### src/rtl/noc_rx_port_if.sv
// Router input port bus: upstream flit channel, switch request/grant and buffer read port.
interface noc_rx_port_if #(
    parameter int unsigned DATA_W = 8,
    parameter int unsigned ADDR_W = 3,
    parameter int unsigned CHNL_W = 3
);
    logic              ch_req;
    logic [DATA_W-1:0] ch_flit;
    logic              ch_ack;
    logic              sw_req;
    logic [CHNL_W-1:0] sw_chnl;
    logic              sw_gnt;
    logic [ADDR_W-1:0] buf_addr;
    logic [DATA_W-1:0] buf_data;

    // Port side: receives flits, requests the switch, serves buffer reads
    modport slave (
        input  ch_req, ch_flit, sw_gnt, buf_addr,
        output ch_ack, sw_req, sw_chnl, buf_data
    );

    // Environment side: upstream link plus switch/arbiter
    modport master (
        output ch_req, ch_flit, sw_gnt, buf_addr,
        input  ch_ack, sw_req, sw_chnl, buf_data
    );
endinterface

### src/rtl/noc_rx_port.sv
// Router input port: buffers one packet of up to DEPTH flits, decodes the
// header's channel/length, requests the switch and exposes the buffer for reads.
// Optional feature macro: RX_STATS_EN adds a 16-bit released-packet counter (pkt_cnt).
module noc_rx_port #(
    parameter int unsigned DATA_W = 8,
    parameter int unsigned DEPTH  = 8,
    parameter int unsigned ADDR_W = 3,
    parameter int unsigned CHNL_W = 3
) (
    input  logic            clk,
    input  logic            reset,
    noc_rx_port_if.slave    bus
`ifdef RX_STATS_EN
    ,
    output logic [15:0]     pkt_cnt
`endif
);
    localparam int unsigned LEN_W   = ADDR_W + 1;
    localparam int unsigned LEN_LSB = CHNL_W;

    typedef enum logic [1:0] {
        RECV = 2'd0,
        REQ  = 2'd1,
        GNT  = 2'd2
    } state_t;

    state_t             state;
    state_t             state_nxt;
    logic [ADDR_W-1:0]  wr_ptr;
    logic [LEN_W-1:0]   pkt_len;
    logic [DATA_W-1:0]  mem [DEPTH];
    logic [ADDR_W-1:0]  hdr_len_m1;
    logic               ack_c;
    logic               last_c;
    logic               rel_c;

    assign hdr_len_m1 = bus.ch_flit[LEN_LSB +: ADDR_W];

    // State register
    always_ff @(posedge clk) begin
        if (reset) state <= RECV;
        else       state <= state_nxt;
    end

    // Next state, flit acceptance and packet release
    always_comb begin
        state_nxt = state;
        ack_c     = 1'b0;
        last_c    = 1'b0;
        rel_c     = 1'b0;
        case (state)
            RECV: begin
                ack_c = bus.ch_req & ~reset;
                // The header carries the length; later flits compare against the latched length
                if (wr_ptr == '0) last_c = (hdr_len_m1 == '0);
                else              last_c = ({1'b0, wr_ptr} == (pkt_len - LEN_W'(1)));
                if (ack_c && last_c) state_nxt = REQ;
            end
            REQ: begin
                if (bus.sw_gnt) state_nxt = GNT;
            end
            GNT: begin
                if (!bus.sw_gnt) begin
                    rel_c     = 1'b1;
                    state_nxt = RECV;
                end
            end
            default: state_nxt = RECV;
        endcase
    end

    assign bus.ch_ack   = ack_c;
    assign bus.buf_data = mem[bus.buf_addr];

    // Buffer write, header decode and switch request
    always_ff @(posedge clk) begin
        if (reset) begin
            wr_ptr      <= '0;
            pkt_len     <= '0;
            bus.sw_req  <= 1'b0;
            bus.sw_chnl <= '0;
            for (int i = 0; i < int'(DEPTH); i++) mem[i] <= '0;
        end else begin
            bus.sw_req <= (state_nxt != RECV);
            if (ack_c) begin
                mem[wr_ptr] <= bus.ch_flit;
                wr_ptr      <= wr_ptr + ADDR_W'(1);
                if (wr_ptr == '0) begin
                    bus.sw_chnl <= bus.ch_flit[CHNL_W-1:0];
                    pkt_len     <= LEN_W'(hdr_len_m1) + LEN_W'(1);
                end
            end
            if (rel_c) wr_ptr <= '0;
        end
    end

`ifdef RX_STATS_EN
    // Released-packet counter, wraps at 16 bits
    always_ff @(posedge clk) begin
        if (reset)      pkt_cnt <= '0;
        else if (rel_c) pkt_cnt <= pkt_cnt + 16'd1;
    end
`endif
endmodule

### src/flat_wrapper.sv
// flat-port wrapper written by rule: the top's interface ports become plain ports
module noc_rx_port_flat 
#(
    parameter int unsigned DATA_W = 8,
    parameter int unsigned DEPTH  = 8,
    parameter int unsigned ADDR_W = 3,
    parameter int unsigned CHNL_W = 3
)
  (clk, reset, bus_ch_req, bus_ch_flit, bus_sw_gnt, bus_buf_addr, bus_ch_ack, bus_sw_req, bus_sw_chnl, bus_buf_data);
  noc_rx_port_if #(.DATA_W(DATA_W), .ADDR_W(ADDR_W), .CHNL_W(CHNL_W)) bus_i ();
  input  logic clk;
  input  logic reset;
  input wire logic [$bits(bus_i.ch_req)-1:0] bus_ch_req;
  input wire logic [$bits(bus_i.ch_flit)-1:0] bus_ch_flit;
  input wire logic [$bits(bus_i.sw_gnt)-1:0] bus_sw_gnt;
  input wire logic [$bits(bus_i.buf_addr)-1:0] bus_buf_addr;
  output wire logic [$bits(bus_i.ch_ack)-1:0] bus_ch_ack;
  output wire logic [$bits(bus_i.sw_req)-1:0] bus_sw_req;
  output wire logic [$bits(bus_i.sw_chnl)-1:0] bus_sw_chnl;
  output wire logic [$bits(bus_i.buf_data)-1:0] bus_buf_data;
  assign bus_i.ch_req = bus_ch_req;
  assign bus_i.ch_flit = bus_ch_flit;
  assign bus_i.sw_gnt = bus_sw_gnt;
  assign bus_i.buf_addr = bus_buf_addr;
  assign bus_ch_ack = bus_i.ch_ack;
  assign bus_sw_req = bus_i.sw_req;
  assign bus_sw_chnl = bus_i.sw_chnl;
  assign bus_buf_data = bus_i.buf_data;
  noc_rx_port #(.DATA_W(DATA_W), .DEPTH(DEPTH), .ADDR_W(ADDR_W), .CHNL_W(CHNL_W)) u_core (.clk(clk), .reset(reset), .bus(bus_i));
endmodule
### config.mk
export PLATFORM = sky130hd
export DESIGN_NAME = noc_rx_port_flat
export DESIGN_NICKNAME = d
export VERILOG_FILES = /design/src/rtl/noc_rx_port_if.sv /design/src/rtl/noc_rx_port.sv /design/src/flat_wrapper.sv
export SDC_FILE = /design/constraint.sdc
export NUM_CORES = 1
export LEC_CHECK = 0
export BUFFER_PORTS_ARGS = -buffer_cell sky130_fd_sc_hd__buf_2
export CAP_MARGIN = 20
export CORE_ASPECT_RATIO = 1.5
export CORE_MARGIN = 2
export CORE_UTILIZATION = 51
export DETAILED_ROUTE_END_ITERATION = 16
export PLACE_DENSITY = 0.69
export SKIP_LAST_GASP = 1
export SLEW_MARGIN = 20
export SYNTH_ARGS = -nofsm -noshare
export SYNTH_HDL_FRONTEND = slang
export SYNTH_SLANG_ARGS = --single-unit
### constraint.sdc
create_clock -name clk -period 2.4 [get_ports clk]
set_input_delay 0.24 -clock clk [delete_from_list [all_inputs] [get_ports clk]]
set_output_delay 0.24 -clock clk [all_outputs]
set_load 0.02 [all_outputs]
==> results of run 1 <==
[power by group through the flow]
stage / registers [mW] / clock network (mW) / logic, mW
2_1_floorplan: 1.55 / 0 / 0.189
3_3_place_gp: 1.55 / 0 / 0.289
3_5_place_dp: 1.55 / 0 / 0.293
4_1_cts: 1.52 / 0.821 / 0.294
5_1_grt: 1.53 / 0.881 / 0.316
6_report: 1.52 / 0.814 / 0.289
[layout by cell type, fill, tap and decap left out, drive strengths merged]
cell type,n
o2111ai,1
mux2,8
or2,2
a221oi,1
nand2b,2
nor3b,1
o211a,1
nor4bb,1
xnor2,5
nand2,8
ha,5
dfxtp,13
and2,48
a21oi,4
a211oi,2
inv,6
nor3,15
buf,40
and3,1
mux4,16
nor2,16
mux2i,4
o21ai,10
nor2b,4
xor2,1
clkbuf,16
nor4,4
nand4,1
edfxtp,64
nor4b,1
clkinv,2
[kinds of logic after synthesis]
logic type / after synthesis / share of synthesized area
compound gates: 19 / 0.03149
simple gates: 104 / 0.1662
fa+ha+maj: 5 / 0.01749
mux: 28 / 0.1372
xor+xnor: 6 / 0.01470
flops: 77 / 0.6102
buf+inv: 20 / 0.02274
[metrics by stage]
stage / setup TNS [ns] / area (µm²) / total power, mW / hold WS [ns]
6_report: 0 / 4018 / 2.627 / 0.1143
5_1_grt: 0 / 4018 / 2.725 / 0.1308
3_3_place_gp: 0 / 3867 / 1.840 / 0.4697
4_1_cts: 0 / 4018 / 2.639 / 0.1088
3_5_place_dp: 0 / 3867 / 1.847 / 0.4807
2_1_floorplan: -0.6107 / 3576 / 1.737 / 0.3356
[routing by layer]
layer,global-route usage,wire length [µm],vias up
met3,0.05024,351,10
li1,-,-,1027
met2,0.3585,3978,57
met5,0,0,-
met1,0.2560,2799,1016
met4,0.07672,136,0
[worst register-to-register path: cells and delay by family (launching register included)]
| family | cells | cell delay (ns) |
|---|---|---|
| buffers and inverters | 1 | 0.22 |
| DFF | 1 | 0.36 |
| and+or+nand+nor | 4 | 1.14 |
[cell type report]
cell class,count,area [µm²],share of cell area
inverters,8,30.03,0.007474
clock buffers,16,150.1,0.03737
repair buffers,40,245.2,0.06104
well taps,78,97.59,0.02429
multi-input cells,162,1313,0.3267
flip-flops and latches,77,2182,0.5431
[state kept, by name, summed over array words and instances (netlist names)]
register,cells
u_core.pkt_len,4
u_core.bus.sw_req,1
u_core.wr_ptr,3
u_core.mem,64
u_core.bus.sw_chnl,3
u_core.state,2
[worst min-delay path by stage]
stage                         from                end  slack (ns)  cells after the start
detailed placement  bus_ch_flit[3]  u_core.pkt_len[0]        0.48                      2
global placement    bus_ch_flit[3]  u_core.pkt_len[0]        0.47                      2
global route        bus_ch_flit[3]  u_core.pkt_len[0]        0.13                      2
finish              bus_ch_flit[3]  u_core.pkt_len[0]        0.11                      2
CTS                 bus_ch_flit[3]  u_core.pkt_len[0]        0.11                      2
floorplan           bus_ch_flit[3]  u_core.pkt_len[0]        0.34                      1
==> reports/results.ini, run 1 <==
[synth]
yosys-top-cells-count=edfxtp_1, and2_1, mux4_2, nor2_1, nor3_1
synth_area_per_cell_um2=13.81
synth_top_area_cell=edfxtp_1
synth.most_common_cell=edfxtp_1
synth_flop_cell=edfxtp_1
syn_nets=279
synth-seq-cells=77
synth_edf_count=64
ys_seq_area_frac=0.6102
synth_top_area_frac=0.5374
yosysWarningCount=0
synth.cell_area_um2=3576
synth_cell_types=33
netlist_instances=259
synthTopCellsByArea=edfxtp_1, mux4_2, and2_1
synth-async-reset-ratio=0

[global_routing]
antenna_found_initial=0
grt_pass1_wl_um=11430
grt_pass1_vias=2144
grt_max_degree=17
grt_usage=0.2100
grt_overflow=0

[setup_path]
cp-end-kind=output pin
crit_end=bus_buf_data[1]
startpoint=u_core.mem[0][1]
crit_family=multiplexers
r2r_cells=5
crit_required_ns=2.16
timing.rr.end=u_core.mem[3][0]
crit_chain=mux4_2, mux2_2, buf_2
r2r_start=u_core.state[1]
cp-start-kind=flip-flop
max_stage_delay_ns=0.53
cp.depth=3
rrSetupSlack_ns=0.55
critical_path_class=flip-flop to output pin
slowest_stage=mux4_2
crit_buf_inv=1
arrival_ns=1.74
path_max_fanout=1

[power]
p_int_mw=2.005
power_frac_seq=0.580
swShare=0.2369
peakVddDrop_v=0.0003623
combinationalPowerShare=0.110
power_frac_clock=0.310
p_leak_nw=1.513
power.density_nw_per_um2=653.9
switchingPower_uw=622.4

[layout]
utilization=0.5904
drive_gt1_frac=0.2508
instances_no_fill=381
num-nets-final=318
diodes=0
fillers=549
area_delta_synth_final_pct=12.35

[worst_hold_path]
hp-class=input pin to flip-flop

[place]
hpwlAfterDp_um=5160
detailedPlace.worstSlack_ns=0.5247
dp.cells=365
gp_congestion=0.7478
place.port_buffers=27

[die]
initial_core_util=0.5255
rows=37
die_h_um=106.6
core_um2=6805
die_area_um2=7711
die_w_um=72.37
ios=28

[sta]
slew_headroom=0.6725
finalMaxSlewViolations=0
worstMarginPinSlew_ns=0.4912
finalSetupViolations=0
setup_slack_ns=0.4222
finalHoldViolCount=0
max_freq_mhz=505.6
fin_crit_sh=0.8241
rsz0062_at_grt=false
finalClockSkew_ns=0.01095
fin_crit_ns=1.978

[route]
num_vias=2110
vias_per_cell=5.538
ant_nets=0
dr.pass1.iters=4
wl_um=7266
wl_per_cell_um=19.07
drcViolationCount=0
drtIter0Drc=211

[clock_network]
cts-root-buf=clkbuf_8
postCtsHoldBufs=0
clockBufferDepth=2
htreeDepth=3
path_clk_slew_ns=0.08
cts_tree=yes
postCtsResizedCells=0
clock_latency_ns=0.35
cts_setup_buffers=0
cts_buffers=9
cts.sinks=77

[run_status]
outcome=completed

[run]
drv_cap=0

Note: power is estimated with default switching activity, not from simulation.
==> inputs of run 2 (changes only) <==
Settings changed: ABC_AREA from default to 1, PLACE_DENSITY 0.69 to 0.72.
Clock period 2.4 ns to 1.6 ns, I/O delays scaled along.
==> run 2 against run 1 <==
Via count is 22% higher. Combinational power is 71% higher. Routed wire length is 0.37% higher. Total power is 66% higher. Clock skew is 0.0053 ns lower. Design area is 3.6% higher. Die area is 0.27% higher. Clock power is 93% higher. Count of clock-buffer cells in the layout is 7 lower. Sequential cell count stayed put. Highest routed layer unchanged.
==> reports/results.ini, run 2 <==
[run_status]
outcome=completed  ; unchanged

[synth]
synth.most_common_cell=nor2_1  ; was edfxtp_1
yosys-top-cells-count=nor2_1, edfxtp_1, nand2_1  ; was edfxtp_1, and2_1, mux4_2, nor2_1, nor3_1
netlist_instances=356  ; was 259
ys_seq_area_frac=0.6085  ; was 0.6102
synth_edf_count=64  ; unchanged
synth_flop_cell=edfxtp_1  ; unchanged
synth_top_area_frac=0.5359  ; was 0.5374
synth_area_per_cell_um2=10.07  ; was 13.81 µm²
synth-async-reset-ratio=0  ; unchanged
synth_cell_types=27  ; was 33
syn_nets=376  ; was 279
synth.cell_area_um2=3586  ; was 3576 µm²
yosysWarningCount=0  ; unchanged
synthTopCellsByArea=edfxtp_1, nor2_1, dfxtp_1  ; was edfxtp_1, mux4_2, and2_1
synth-seq-cells=77  ; unchanged
synth_top_area_cell=edfxtp_1  ; unchanged

[layout]
utilization=0.6074  ; was 0.5904
drive_gt1_frac=0.2187  ; was 0.2508
regMostFlops=u_core.mem  ; unchanged
mostFrequentLayoutCell=nor2_1  ; was edfxtp_1
final_area_um2=4161  ; was 4018 µm²
area_delta_synth_final_pct=16.05  ; was 12.35%
instances_no_fill=485  ; was 381
num-nets-final=422  ; was 318
fillers=564  ; was 549
largest_register_ffs=64  ; unchanged
top_regs=u_core.mem x64, u_core.pkt_len x4  ; unchanged
layout_common_cells=nor2_1, edfxtp_1, nand2_1  ; was edfxtp_1, and2_1, buf_2
diodes=0  ; unchanged

[power]
power_frac_clock=0.361  ; was 0.310
combinationalPowerShare=0.114  ; was 0.110
power_frac_seq=0.526  ; was 0.580
swShare=0.2432  ; was 0.2369
peakVddDrop_v=0.0006117  ; was 0.0003623 V
power.density_nw_per_um2=1047  ; was 653.9 nW/µm²
p_leak_nw=1.796  ; was 1.513 nW
switchingPower_mw=1.060  ; was 622.4 µW
p_int_mw=3.298  ; was 2.005 mW
p_total_mw=4.357  ; was 2.627 mW

[setup_path]
critical_path_class=flip-flop to output pin  ; unchanged
cp-start-kind=flip-flop  ; unchanged
cp-end-kind=output pin  ; unchanged
r2r_start=u_core.pkt_len[0]  ; was u_core.state[1]
path_max_fanout=1  ; unchanged
r2r_cells=9  ; was 5
crit_end=bus_buf_data[2]  ; was bus_buf_data[1]
rrSetupSlack_ns=0.15  ; was 0.55 ns
crit_required_ns=1.44  ; was 2.16 ns
arrival_ns=1.37  ; was 1.74 ns
startpoint=u_core.mem[1][2]  ; was u_core.mem[0][1]
timing.rr.end=u_core.bus.sw_req  ; was u_core.mem[3][0]

[die]
core_um2=6852  ; was 6805 µm²
die_w_um=72.47  ; was 72.37 µm
ios=28  ; unchanged
initial_core_util=0.5234  ; was 0.5255
die_h_um=106.7  ; was 106.6 µm
die_area_um2=7732  ; was 7711 µm²
rows=37  ; unchanged

[global_routing]
use_met2=0.3388  ; was 0.3585
grt_usage=0.2075  ; was 0.2100
grt_overflow=0  ; unchanged
met3_usage=0.05263  ; was 0.05024
antenna_found_initial=0  ; unchanged
grt_max_degree=31  ; was 17
grt_pass1_wl_um=11800  ; was 11430 µm
grt-busiest-layer=met2  ; unchanged
grt_pass1_vias=2494  ; was 2144
met1_usage=0.2377  ; was 0.2560

[clock_network]
cts_tree=yes  ; unchanged
path_clk_slew_ns=0.08  ; about the same
cts_buffers=9  ; unchanged
clock_latency_ns=0.36  ; was 0.35 ns
clockBufferDepth=2  ; unchanged
htreeDepth=3  ; unchanged
cts-root-buf=clkbuf_8  ; unchanged
cts_setup_buffers=0  ; unchanged
cts.sinks=77  ; unchanged

[sta]
finalMaxSlewViolations=0  ; unchanged
timing.setup.tns_ns=0  ; unchanged
setup_slack_ns=0.06937  ; was 0.4222 ns
fin_crit_ns=1.531
rsz0062_at_grt=false  ; unchanged
finalHoldViolCount=0  ; unchanged
whs_ns=0.02168  ; was 0.1143 ns
fin_crit_sh=0.9566
finalSetupViolations=0  ; unchanged
max_freq_mhz=653.3
worstMarginPinSlew_ns=0.4142  ; was 0.4912 ns
slew_headroom=0.7239  ; was 0.6725
finalClockSkew_ns=0.005661  ; was 0.01095 ns

[route]
vias_per_cell=5.309  ; was 5.538
dr.pass1.iters=5  ; was 4
wl_um=7293  ; was 7266 µm
drtIter0Drc=130  ; was 211
ant_nets=0  ; unchanged
wl_per_cell_um=15.04  ; was 19.07 µm
drcViolationCount=0  ; unchanged
num_vias=2575  ; was 2110

[place]
place.port_buffers=27  ; unchanged
detailedPlace.worstSlack_ns=0.05860  ; was 0.5247 ns
gp_congestion=0.8893  ; was 0.7478
hpwlAfterDp_um=5342  ; was 5160 µm
dp.cells=468  ; was 365
placed_area_um2=3896  ; was 3867 µm²

[worst_hold_path]
hp-class=input pin to flip-flop  ; unchanged
min_from=bus_ch_flit[3]  ; unchanged

[run]
drv_cap=0  ; unchanged

run 2: changes by cell type after synthesis, moves of 6 or more:
cell,before,now
a21oi_1,4,10
o21ai_0,10,25
and2_1,48,0
nor3_1,15,2
nand2_2,0,8
mux4_2,16,0
nand2_1,8,52
mux2i_1,4,16
mux2_2,8,0
inv_1,6,23
nor2_1,16,87
o22ai_1,0,16
run 2: worst min path at each step:
| stage | slack, ns | depth (start not counted) | end |
|---|---|---|---|
| after floorplan | 0.23 | 1 | u_core.pkt_len[3] |
| after global placement | 0.38 | 2 | u_core.pkt_len[3] |
| after detailed placement | 0.38 | 2 | u_core.pkt_len[3] |
| after CTS | 0.01 | 2 | u_core.pkt_len[0] |
| after global routing | 0.01 | 2 | u_core.pkt_len[0] |
| final | 0.02 | 2 | u_core.pkt_len[0] |
run 2: layer usage:
| layer | vias up | routed length [µm] |
|---|---|---|
| li1 | 1302 | - |
| met1 | 1202 | 2995 |
| met2 | 55 | 3754 |
| met3 | 16 | 320 |
| met4 | 0 | 222 |
| met5 | - | 0 |
run 2: timing repair:
item,in CTS,in global routing
gates resized for setup,0,14
hold buffers,1,0
setup endpoints to repair,0,69
endpoints found under the hold margin,1,0
run 2: cell type report:
| class | instances | area (µm²) | share of cell area |
|---|---|---|---|
| Multi-Input combinational cell | 238 | 1254 | 0.3013 |
| Tap cell | 78 | 97.59 | 0.02345 |
| Sequential cell | 77 | 2185 | 0.5250 |
| Timing Repair Buffer | 46 | 299.0 | 0.07186 |
| Inverter | 30 | 112.6 | 0.02706 |
| Clock buffer | 9 | 123.9 | 0.02977 |
| Clock inverter | 7 | 90.09 | 0.02165 |
run 2: cells by family (layout without fill, tap and decap cells):
kind of cell	count (synthesis)	after routing	synth area share
flip-flops	77	77	0.6085
XOR/XNOR	1	1	0.002443
adder cells (fa/ha/maj)	5	5	0.01745
multiplexers	16	16	0.04466
AND/OR/NAND/NOR	163	163	0.1950
buffers and inverters	41	92	0.05094
AO/OA/AOI/OAI	53	53	0.08095
run 2: worst max-delay path: stages (launching register included):
cell and delay (ns):
edfxtp_1 0.37, mux2i_1 0.22, o22ai_1 0.15, nand2_1 0.08
nand2_1 0.04, buf_2 0.15
run 2: power groups by stage:
stage	clock network (mW)	logic [mW]	registers [mW]
final	1.57	0.495	2.29
after global routing	1.64	0.549	2.30
after CTS	1.58	0.483	2.29
after detailed placement	0	0.477	2.33
after global placement	0	0.470	2.33
after floorplan	0	0.315	2.33
